$ cat config.mk
export PLATFORM = sky130hd
export DESIGN_NAME = sync_fifo_n
export DESIGN_NICKNAME = d
export VERILOG_FILES = /design/src/rtl/sync_fifo_n.sv
export SDC_FILE = /design/constraint.sdc
export NUM_CORES = 1
export LEC_CHECK = 0
export CAP_MARGIN = 0
export CORE_UTILIZATION = 48
export CTS_CLUSTER_DIAMETER = 200
export CTS_CLUSTER_SIZE = 16
export DETAILED_ROUTE_END_ITERATION = 6
export PLACE_DENSITY_LB_ADDON = 0.12
export SETUP_SLACK_MARGIN = 0.5
export SLEW_MARGIN = 20
export SYNTH_ARGS = -nofsm -noshare
export SYNTH_HDL_FRONTEND = slang
export SYNTH_SLANG_ARGS = --single-unit
$ cat constraint.sdc
create_clock -name Clk -period 4.3 [get_ports Clk]
set_clock_uncertainty 0.15 [all_clocks]
set_input_delay 0.86 -clock Clk [delete_from_list [all_inputs] [get_ports Clk]]
set_output_delay 0.86 -clock Clk [all_outputs]
set_load 0.005 [all_outputs]
$ cat src/rtl/sync_fifo_n.sv
// sync_fifo_n: first-word-fall-through synchronous FIFO, 2**AW words of DW bits.
// Define SYNC_FIFO_N_STICKY_ERR_EN to add ErrClr/OvfSticky/UnfSticky.
module sync_fifo_n #(
    parameter int DW           = 32,
    parameter int AW           = 2,
    parameter int AFULL_THRESH = 2**AW - 1
) (
    input  logic          Clk,
    input  logic          ARst,
    input  logic [DW-1:0] WriteData,
    input  logic          Wr,
    input  logic          Rd,
    output logic [DW-1:0] ReadData,
    output logic          Ety,
    output logic          Full,
    output logic          AFull,
    output logic [AW:0]   Count,
    output logic          Ovf,
    output logic          Unf
`ifdef SYNC_FIFO_N_STICKY_ERR_EN
    ,
    input  logic          ErrClr,
    output logic          OvfSticky,
    output logic          UnfSticky
`endif
);
    localparam int          DEPTH    = 2**AW;
    localparam logic [AW:0] LP_DEPTH = DEPTH[AW:0];
    localparam logic [AW:0] LP_AFULL = AFULL_THRESH[AW:0];

    logic [DW-1:0] r_mem [DEPTH];
    logic [AW-1:0] r_wp;
    logic [AW-1:0] r_rp;
    logic [AW:0]   r_count;
    logic          w_push;
    logic          w_pop;

    assign Ety      = (r_count == '0);
    assign Full     = (r_count == LP_DEPTH);
    assign AFull    = (r_count >= LP_AFULL);
    assign Count    = r_count;
    assign ReadData = r_mem[r_rp];

    // A pop frees the head slot this edge, so a full FIFO may still accept a push.
    assign w_push = Wr & (~Full | Rd);
    assign w_pop  = Rd & ~Ety;
    assign Ovf    = Full & Wr & ~Rd;
    assign Unf    = Ety & Rd;

    // Storage is deliberately not reset.
    always_ff @(posedge Clk) begin
        if (w_push && !ARst)
            r_mem[r_wp] <= WriteData;
    end

    always_ff @(posedge Clk) begin
        if (ARst) begin
            r_wp    <= '0;
            r_rp    <= '0;
            r_count <= '0;
        end else begin
            if (w_push)
                r_wp <= r_wp + 1'b1;
            if (w_pop)
                r_rp <= r_rp + 1'b1;
            case ({w_push, w_pop})
                2'b10:   r_count <= r_count + 1'b1;
                2'b01:   r_count <= r_count - 1'b1;
                default: r_count <= r_count;
            endcase
        end
    end

`ifdef SYNC_FIFO_N_STICKY_ERR_EN
    logic r_ovf_sticky;
    logic r_unf_sticky;

    // A new error event outranks a coincident clear.
    always_ff @(posedge Clk) begin
        if (ARst) begin
            r_ovf_sticky <= 1'b0;
            r_unf_sticky <= 1'b0;
        end else begin
            if (Ovf)
                r_ovf_sticky <= 1'b1;
            else if (ErrClr)
                r_ovf_sticky <= 1'b0;
            if (Unf)
                r_unf_sticky <= 1'b1;
            else if (ErrClr)
                r_unf_sticky <= 1'b0;
        end
    end

    assign OvfSticky = r_ovf_sticky;
    assign UnfSticky = r_unf_sticky;
`endif

endmodule

* Word level (Yosys, flattened, before mapping) *
Memory sizes are Yosys's and may differ from the RTL's. A register that Yosys moved wholly into a read port is not among the register bits.
Cells that the tools add are included.

operators by class
  add/subtract/negate cells = 4
  multipliers = 0
  divide/modulo/power cells = 0
  order comparisons = 1
  equality and inequality tests = 3
  shifts and indexed selects = 0
  mux-type cells = 5
  bitwise logic cells = 9
  reduce and logical (&&, ||, !) cells = 4

operator list
  kind                                                                                  count
  3-bit case mux with 2 select lines                                                    1
  1-bit bitwise AND                                                                     5
  2-bit by 1-bit adder with 2-bit output (second input constant)                        2
  2-bit 2-to-1 mux                                                                      2
  3-bit by 1-bit adder with 3-bit output (second input constant)                        1
  3-bit == test (second input constant)                                                 1
  3-bit by 2-bit greater-or-equal comparator with 1-bit output (second input constant)  1
  3-bit zero test                                                                       1
  1-bit NOT                                                                             3
  3-bit by 1-bit subtractor with 3-bit output (second input constant)                   1
  2-bit by 1-bit == test with 1-bit output (second input constant)                      1
  2-bit == test (second input constant)                                                 1
  1-bit 2-to-1 mux                                                                      2
  2-bit nonzero test                                                                    1
  1-bit logical AND                                                                     1
  1-bit zero test                                                                       1
  1-bit OR                                                                              1

storage, ports and cells
  register bits after elaboration = 7
  latch bits = 0
  memory bits (writable) = 128
  ROM bits = 0
  word-level logic and storage cells = 30
  memories = 1

memory list
  name   depth  width  read ports  clocked after memory_dff  write ports  RTL line  source
  r_mem  4      32     1           1                         1            31        logic [DW-1:0] r_mem [DEPTH];

* Depth between registers and ports, before layout *
Gate-level depths: netlist (run 1).

  depth in word-level cells = 7
  depth in mapped cells = 9
  depth with buffers taken out = 9

* Worst setup path after synthesis (run 1) *
No wires, ideal clock.

  kind = input to register
  start = input port Rd
  end = memory r_mem[0][0] (enable)
  arrival = 3.583 ns
  slack = 0.100 ns
  stages on the path = 4
  path buffers = 0
  cell sequence = nor4b_2 -> nor2b_2 -> inv_2 -> nor3b_1

on the way
  word-level cells in the longest chain between the ends = 5

RTL lines
  what                                    RTL line  source
  start: declaration                      12        input logic Rd,
  1-bit OR                                45        assign w_push = Wr & (~Full | Rd);
  1-bit bitwise AND                       45
  1-bit logical AND                       52        if (w_push && !ARst)
  1-bit 2-to-1 mux                        52
  1-bit 2-to-1 mux (implied by the code)  53        r_mem[r_wp] <= WriteData;
  end: declaration                        31

No other way between the ends.

==> impl_summary.md, run 1 <==
Setup path
In this run the worst path has a maximum fanout of 15. The reg2reg setup slack is 1.82 ns. The setup path with the least slack is of type flop to output pin. The critical path data arrival time is 2.55 ns. The nature of the critical path startpoint is a flop. STA classifies the critical path endpoint as an output pin. The depth of the most critical reg-to-reg path is 9. For the worst setup path, the data required time is 3.29 ns.

Finish
The post-layout instance count excluding filler cells is 467. The synthesis-to-finish area growth is 28.5%. Summing all multi-input logic gate instances after layout gives 1100 µm². The repair_antennas step left the layout with diodes totalling 0.

The sequential cell area is 4030 µm². For this run, the post-layout net count is 360. The count of fill cells added during filler insertion is 747.

The share of cells above drive strength 1 is 19.6%. The area of all placed cells without fillers is 6680 µm².

Synth
For this run, the register share of the synthesized area comes to 77.5%. Of all flip-flops after synthesis, the portion carrying an async set or reset was 0%. Synthesis produced a netlist whose cell count is 224.

After synthesis, the cell types taking the most area are sky130_fd_sc_hd__edfxtp_1, sky130_fd_sc_hd__mux4_2, sky130_fd_sc_hd__mux4_1. Among all flip-flop cells after synthesis, the most frequent one is sky130_fd_sc_hd__edfxtp_1. The number of different library cells used by synthesis comes to 28. Yosys mapped a number of flops with a built-in enable equal to 128. The portion of synthesized cell area occupied by the leading cell type is 74.0%. The synthesized flop and latch total is 137.

The number of nets in the synthesized netlist is 266. The warning count from the yosys run is 0. The cell taking the most area after synthesis is sky130_fd_sc_hd__edfxtp_1.

The post-synthesis instance area is 5190 µm². Dividing the synthesized area by the synthesized cell count gives 23.2 µm².

Die
The standard cell core area is 10400 µm². After floorplanning, the core was divided into 37 placement rows. Pin placement for this block handled 76 I/O pins. The die footprint is 11200 µm². The die span in y is 106 µm. The die is 106 µm wide. For this configuration, the core starts out at a cell density of 49.9%.

STA
Adding up every negative setup slack in the final design gives 0 ns. For the pin with the worst max-slew slack, the measured transition is 0.846 ns. The setup violation total in the final timing report is 0. The number of pins with negative max-slew slack in the final report is 0.

Static timing analysis puts the maximum clock frequency at 281 MHz. The final hold violation count is 0. Setup repair after global routing left no endpoint under its margin. The worst path uses 82.7% of the clock period. In this run the tightest slew margin relative to its limit is 43.6%. The minimum period implied by the final worst setup slack is 3.56 ns.

GRT
For met3 alone, demand over resource in global routing was 3.43%. The total routing resource utilization after global routing is 16.3%. The pin count of the biggest net entering global routing is 33. The initial antenna violation count came to 0. Global routing used 22.1% of the available met1 tracks. Global routing finished with a remaining overflow of 0. The global routing met2 resource utilization is 26.0%. The first-pass GRT wire length is 13.2 mm. The number of global-route vias before repair was 2585. The global routing stage identified its most utilized layer as met2.

Clocking
In this run, post-CTS repair resized a total of 0 instances. Clock-pin slew was measured on the worst setup and hold paths at 0.06 ns. The clock latency on the worst-skew pair is 0.50 ns. The number of buffers on the longest clock path is 2. The root buffer cell chosen for the clock tree is sky130_fd_sc_hd__clkbuf_8. The number of clock sinks seen by CTS is 137.

Buffers inserted to repair hold after CTS numbered 0. TritonCTS built the clock tree. In this run the post-CTS setup repair buffer count came out at 0.

The H-tree depth is 4. TritonCTS created 17 clock buffers.

Route
The DRC violation total after the first TritonRoute iteration is 91. The total detailed-routing wirelength is 8.43 mm. The antenna violation net count after detailed routing is 0.

The via total after detailed routing is 2459. In the routed layout, each cell is associated on average with a via count of 5.27. For this run, the detailed router's first-pass iteration total came to 4.

After detailed routing, the average wire length per cell comes to 18.1 µm. In the routed design, unresolved DRC markers number 0.

Worst hold path
The hold path depth is 2. The min-delay analysis places its worst path in the category flop to flop.

Place
The count of placed standard cells including taps is 435. Once placement finished, the instance area stood at 6130 µm². The number of buffers inserted by port buffering is 75.

The global placement routability congestion is 0.685. Detailed placement finished with a half-perimeter wire length of 4.96 mm.

Power and ir drop
The worst-case IR drop observed on VDD is 0.000297 V. For this design the static power due to leakage is 2.19 nW. The cell area power density is 537 nW/µm².

Run
The tool flagged a number of max-cap violations equal to 0.

Outcome
The run finished with clean final reports.
==> power by group <==
| group | internal [mW] | switching (mW) | leakage (nW) |
|---|---|---|---|
| registers | 1.53 | 0.0784 | 1.24 |
| logic | 0.442 | 0.233 | 0.706 |
| clock network | 0.769 | 0.530 | 0.249 |
| total | 2.74 | 0.842 | 2.19 |
==> stage by stage <==
step	setup WS, ns	total power, mW	utilization, %	hold slack, ns
4_1_cts	0.663	3.63	64.1	0.345
3_3_place_gp	0.956	2.32	58.9	0.314
2_1_floorplan	0.0995	1.99	-	0.309
6_report	0.743	3.59	64.1	0.339
5_1_grt	0.583	3.73	64.1	0.370
3_5_place_dp	0.906	2.33	58.9	0.331
==> routing by layer <==
metal	routed length [µm]	part of all wire, %
met1	3850	46
met2	4150	49
met3	328	3.9
met4	104	1.2
met5	0	0
==> sequential cells by signal (all words and copies together) (netlist names), named ones only <==
signal and cells:
r_rp 2, r_wp 2, r_mem 128, Count 3
==> cell families (layout without fill, tap and decap cells) <==
family | count (synthesis) | count (layout) | synth area share (%)
compound gates | 7 | 7 | 0.771
simple gates | 22 | 22 | 2.55
mux | 34 | 34 | 15.4
xor+xnor | 3 | 3 | 0.506
fa+ha+maj | 6 | 6 | 1.59
buf+inv | 15 | 122 | 1.73
flops | 137 | 137 | 77.5
==> cells in the mapped netlist (2+ instances only) <==
cell type                  count
sky130_fd_sc_hd__and2_1        2
sky130_fd_sc_hd__dfxtp_1       9
sky130_fd_sc_hd__xor2_1        3
sky130_fd_sc_hd__nand2b_1      2
sky130_fd_sc_hd__mux4_2       18
sky130_fd_sc_hd__inv_1         6
sky130_fd_sc_hd__nor2_1        7
sky130_fd_sc_hd__or3_1         2
sky130_fd_sc_hd__mux4_1       14
sky130_fd_sc_hd__o21ai_0       2
sky130_fd_sc_hd__buf_6         4
sky130_fd_sc_hd__nor3b_1       4
sky130_fd_sc_hd__edfxtp_1    128
sky130_fd_sc_hd__a21oi_1       3
sky130_fd_sc_hd__ha_1          5
sky130_fd_sc_hd__buf_2         3
==> worst max-delay path, cell delays in order, from the launching register on <==
cell and delay, ns:
sky130_fd_sc_hd__dfxtp_2 0.64, sky130_fd_sc_hd__buf_4 0.34, sky130_fd_sc_hd__mux4_1 0.60, sky130_fd_sc_hd__clkdlybuf4s50_1 0.46
==> final timing paths <==
path                                       startpoint                     to
worst min register to register   r_rp[1]$_SDFFE_PP0P_                   flop
worst max register to register  Count[2]$_SDFFE_PP0P_  Count[2]$_SDFFE_PP0P_
worst min-delay path             r_rp[1]$_SDFFE_PP0P_                   flop
worst max-delay path                             flop           ReadData[17]
==> placed cells by master (no fill, tap or decap), types with 2 or more instances in the layout <==
cell,instances
sky130_fd_sc_hd__edfxtp_1,128
sky130_fd_sc_hd__clkdlybuf4s50_1,75
sky130_fd_sc_hd__mux4_2,18
sky130_fd_sc_hd__clkbuf_16,16
sky130_fd_sc_hd__mux4_1,14
sky130_fd_sc_hd__buf_4,8
sky130_fd_sc_hd__dfxtp_1,7
sky130_fd_sc_hd__nor2_1,7
sky130_fd_sc_hd__inv_1,6
sky130_fd_sc_hd__ha_1,5
sky130_fd_sc_hd__clkinvlp_4,5
sky130_fd_sc_hd__nor3b_2,4
sky130_fd_sc_hd__a21oi_1,3
sky130_fd_sc_hd__xor2_1,3
sky130_fd_sc_hd__inv_6,3
sky130_fd_sc_hd__and2_1,2
sky130_fd_sc_hd__o21ai_0,2
sky130_fd_sc_hd__or3_1,2
sky130_fd_sc_hd__nand2b_1,2
sky130_fd_sc_hd__dfxtp_2,2
sky130_fd_sc_hd__clkinv_4,2
sky130_fd_sc_hd__clkbuf_1,2
==> cell type report <==
class | instances | area share, %
flip-flops and latches | 137 | 60.3
multi-input cells | 72 | 16.5
repair buffers | 83 | 12.1
clock buffers | 19 | 6.32
well taps | 136 | 2.55
clock inverters | 13 | 1.80
inverters | 7 | 0.394
(Power assumes the default switching activity.)
==> run 2: changes to the inputs <==
==> constraint.sdc (replaced) <==
create_clock -name Clk -period 3.2 [get_ports Clk]
set_clock_uncertainty 0.15 [all_clocks]
set_input_delay 0.64 -clock Clk [delete_from_list [all_inputs] [get_ports Clk]]
set_output_delay 0.64 -clock Clk [all_outputs]
set_load 0.005 [all_outputs]
==> run 2 against run 1 <==
Largest power group unchanged. Sequential power up 32%. Sequential share of layout area is 2.5 points lower. Highest routed layer unchanged. Worst setup slack got worse by 0.29 ns. Power increased by 47%.
==> impl_summary.md, run 2 (synthesis gave the netlist of run 1 again) <==
Clocking
TritonCTS created 17 clock buffers. The H-tree depth is 4. The clock input transition at the sequential cells of the worst setup and hold paths is 0.06 ns.

The number of buffers added to fix hold violations after cts is 0. TritonCTS built the clock tree. The later pin in the worst-skew pair is clocked with a latency of 0.51 ns.

The clock passes through at most 2 buffers. Clock tree synthesis selected as its root buffer the cell sky130_fd_sc_hd__clkbuf_8. The tree built by TritonCTS fans out to 137 sinks.

Setup path
The cell with the most instances on the worst path is sky130_fd_sc_hd__buf_12. The nature of the critical path startpoint is a flop. Data arrives at the worst endpoint at 1.95 ns. The worst register-to-register path ends at Count[2]$_SDFFE_PP0P_.

The depth of the most critical reg-to-reg path is 13. The type of the setup path with the least slack is flop to output pin. The gate family responsible for the most delay along the worst path is buffers and inverters. The slowest stage of the critical path is the sky130_fd_sc_hd__mux4_2 cell. For this run, the slowest stage of the critical path takes 0.49 ns.

STA classifies the critical path endpoint as an output pin. At the worst endpoint, the required time is 2.41 ns. Traced cell by cell, the critical path runs through buf_12 > buf_6 > buf_12 > buf_16 > mux4_2 > buf_2. The worst-path maximum fanout is 6.

The number of buffers and inverters on the critical path is 5. Across all register-to-register paths, the minimum setup slack is 0.60 ns. The source of the worst register-to-register timing path is Count[0]$_SDFFE_PP0P_.

Finish
The most common library cell in the layout ignoring fill and taps is sky130_fd_sc_hd__edfxtp_1. Summing all multi-input logic gate instances after layout gives 1110 µm². Counting the fill cells in the layout gives 702.

The number of antenna diodes in the final layout is 0. The synthesis-to-finish area growth is 34.5%. The area of all placed cells without fillers is 6980 µm².

Leaving out fill and tap cells, the most frequent cells in the layout are sky130_fd_sc_hd__edfxtp_1, sky130_fd_sc_hd__clkdlybuf4s50_1, sky130_fd_sc_hd__mux4_2. The sequential cell area is 4040 µm². In the final layout, the share of cells above drive strength 1 is 35.5%.

The number of flip-flops in the largest register is 128. The register ranked first by flip-flop count is r_mem. The net count reported at finish is 384.

Power and ir drop
Overall power consumption after layout is estimated at 5.27 mW. Summed over all cells, the static leakage comes to 2.41 nW. In this run the power density over the cells is 754 nW/µm². The highest ir drop seen on vdd is 0.000496 V.

Route
The routed design has 9.35 mm of wire. The DRC violation total after the first TritonRoute iteration is 102. The detailed router placed 2619 vias in this run. The via count normalized by instance count is 5.33. The count of nets left with antenna violations once routing finished came out at 0.

The wire length per cell is 19.0 µm. For this run, the detailed router's first-pass iteration total came to 4. For this run, design rule violations remaining after detail routing come to 0.

Place
At the end of routability-driven placement, the weighted congestion stood at 0.692. Prior to clock tree synthesis, the placed netlist has a worst setup slack of 0.168 ns. The standard cell area after detailed placement is 6210 µm².

The number of buffers inserted by port buffering is 75. Detailed placement finished with a half-perimeter wire length of 5.13 mm.

STA
After layout, the worst setup slack is 0.456 ns. The worst-margin pin slew is 0.524 ns. The total negative slack for setup checks is 0 ns. The post-route worst hold slack is 0.339 ns. The worst pin sits at a relative slew slack of 65.0%. The smallest clock period supported by the final layout is computed as 2.74 ns. Setup violations remaining at the end of the flow were counted as 0. Setup repair after global routing could not meet its margin everywhere.

The number of pins with negative max-slew slack in the final report came to 0. Dividing the final minimum period by the clock period gives 85.7%. The final hold violation count was 0.

The maximum achievable frequency is 364 MHz.

Die
The I/O pin total is 76. The die outline width is 106 µm. The die covers 11200 µm². The die span in y is 106 µm. The floorplan step defined a core boundary enclosing 10400 µm².

For this configuration, the core starts out at a cell density of 49.9%. After floorplanning, the core was divided into 37 placement rows.

Worst hold path
The startpoint of the most critical hold path is r_rp[1]$_SDFFE_PP0P_. Counting instances, the worst hold path has a depth of 2. The type of the tightest min-delay check is flop to flop.

GRT
The global-route congestion overflow total is 0. The initial antenna violation count is 0. The total routing resource utilization after global routing is 17.8%.

The number of global-route vias before repair was 2587. The pin count of the biggest net entering global routing is 33. The first global-routing pass estimated 14.2 mm of wire.

Run
The number of maximum-capacitance constraint violations is 0.

Outcome
The flow ran to the end, and the final reports show no timing, DRC or antenna violations.
==> run 2: cell count changes in the layout (fill, tap and decap cells not counted), moves of 4 or more <==
cell,change
sky130_fd_sc_hd__buf_12,+6
sky130_fd_sc_hd__buf_2,+13
sky130_fd_sc_hd__buf_4,+9
sky130_fd_sc_hd__buf_6,+7
sky130_fd_sc_hd__clkbuf_2,+8
sky130_fd_sc_hd__clkdlybuf4s15_1,+7
sky130_fd_sc_hd__clkdlybuf4s50_1,-33
sky130_fd_sc_hd__mux4_1,-7
sky130_fd_sc_hd__mux4_2,+7
sky130_fd_sc_hd__nor3b_2,-4
sky130_fd_sc_hd__nor3b_4,+4
==> run 2: worst max-delay path by stage <==
| stage | startpoint | end | slack, ns | cells past startpoint |
|---|---|---|---|---|
| 2_1_floorplan | Rd | r_mem[0][0]$_DFFE_PP_ | 0.33 | 4 |
| 3_3_place_gp | Rd | Count[2]$_SDFFE_PP0P_ | 0.24 | 10 |
| 3_5_place_dp | Rd | Count[2]$_SDFFE_PP0P_ | 0.17 | 10 |
| 4_1_cts | flop | ReadData[16] | 0.39 | 5 |
| 5_1_grt | flop | ReadData[26] | 0.38 | 6 |
| 6_report | flop | ReadData[26] | 0.46 | 6 |
==> run 2: what timing repair did <==
action / 4_1_cts / 5_1_grt
pin swaps: 1 / 2
gates resized for setup: 99 / 33
endpoints found under the setup margin: 34 / 25
hold endpoints to repair: 0 / 0
setup buffers: 11 / 5
cloned: 3 / 0
==> run 2: cell type report <==
class                   instances  area share, %
inverters                       7          0.376
clock buffers                  17           5.93
well taps                     136           2.44
multi-input cells              72           16.0
clock inverters                15           2.51
repair buffers                107           15.0
flip-flops and latches        137           57.8
==> run 2: layer usage <==
metal	track usage, %	share of wire [%]	vias up
li1	-	-	1172
met1	24.9	46	1350
met2	27.2	48	88
met3	4.11	4.9	9
met4	7.44	1.0	0
met5	0	0	-
==> run 2: worst reg2reg max path: stages (launching register included) <==
cell	delay, ns
sky130_fd_sc_hd__dfxtp_4	0.37
sky130_fd_sc_hd__nor4b_4	0.26
sky130_fd_sc_hd__buf_4	0.14
sky130_fd_sc_hd__buf_4	0.09
sky130_fd_sc_hd__buf_4	0.09
sky130_fd_sc_hd__buf_4	0.09
sky130_fd_sc_hd__nor2b_2	0.05
sky130_fd_sc_hd__inv_2	0.07
sky130_fd_sc_hd__ha_2	0.19
sky130_fd_sc_hd__inv_1	0.05
sky130_fd_sc_hd__fa_1	0.37
sky130_fd_sc_hd__xor2_1	0.16
sky130_fd_sc_hd__or3_1	0.31
sky130_fd_sc_hd__a21oi_1	0.12
==> run 2: power by group <==
group	total, mW	switching [mW]	internal, mW
clock network	1.91	0.726	1.19
registers	2.13	0.0653	2.07
logic	1.22	0.450	0.768
total	5.27	1.24	4.02
==> run 2: metrics by stage <==
| step | cells | utilization, % |
|---|---|---|
| CTS | 486 | 66.5 |
| floorplan | 224 | - |
| global route | 491 | 67.1 |
| finish | 491 | 67.1 |
| detailed placement | 440 | 59.6 |
| global placement | 440 | 59.6 |
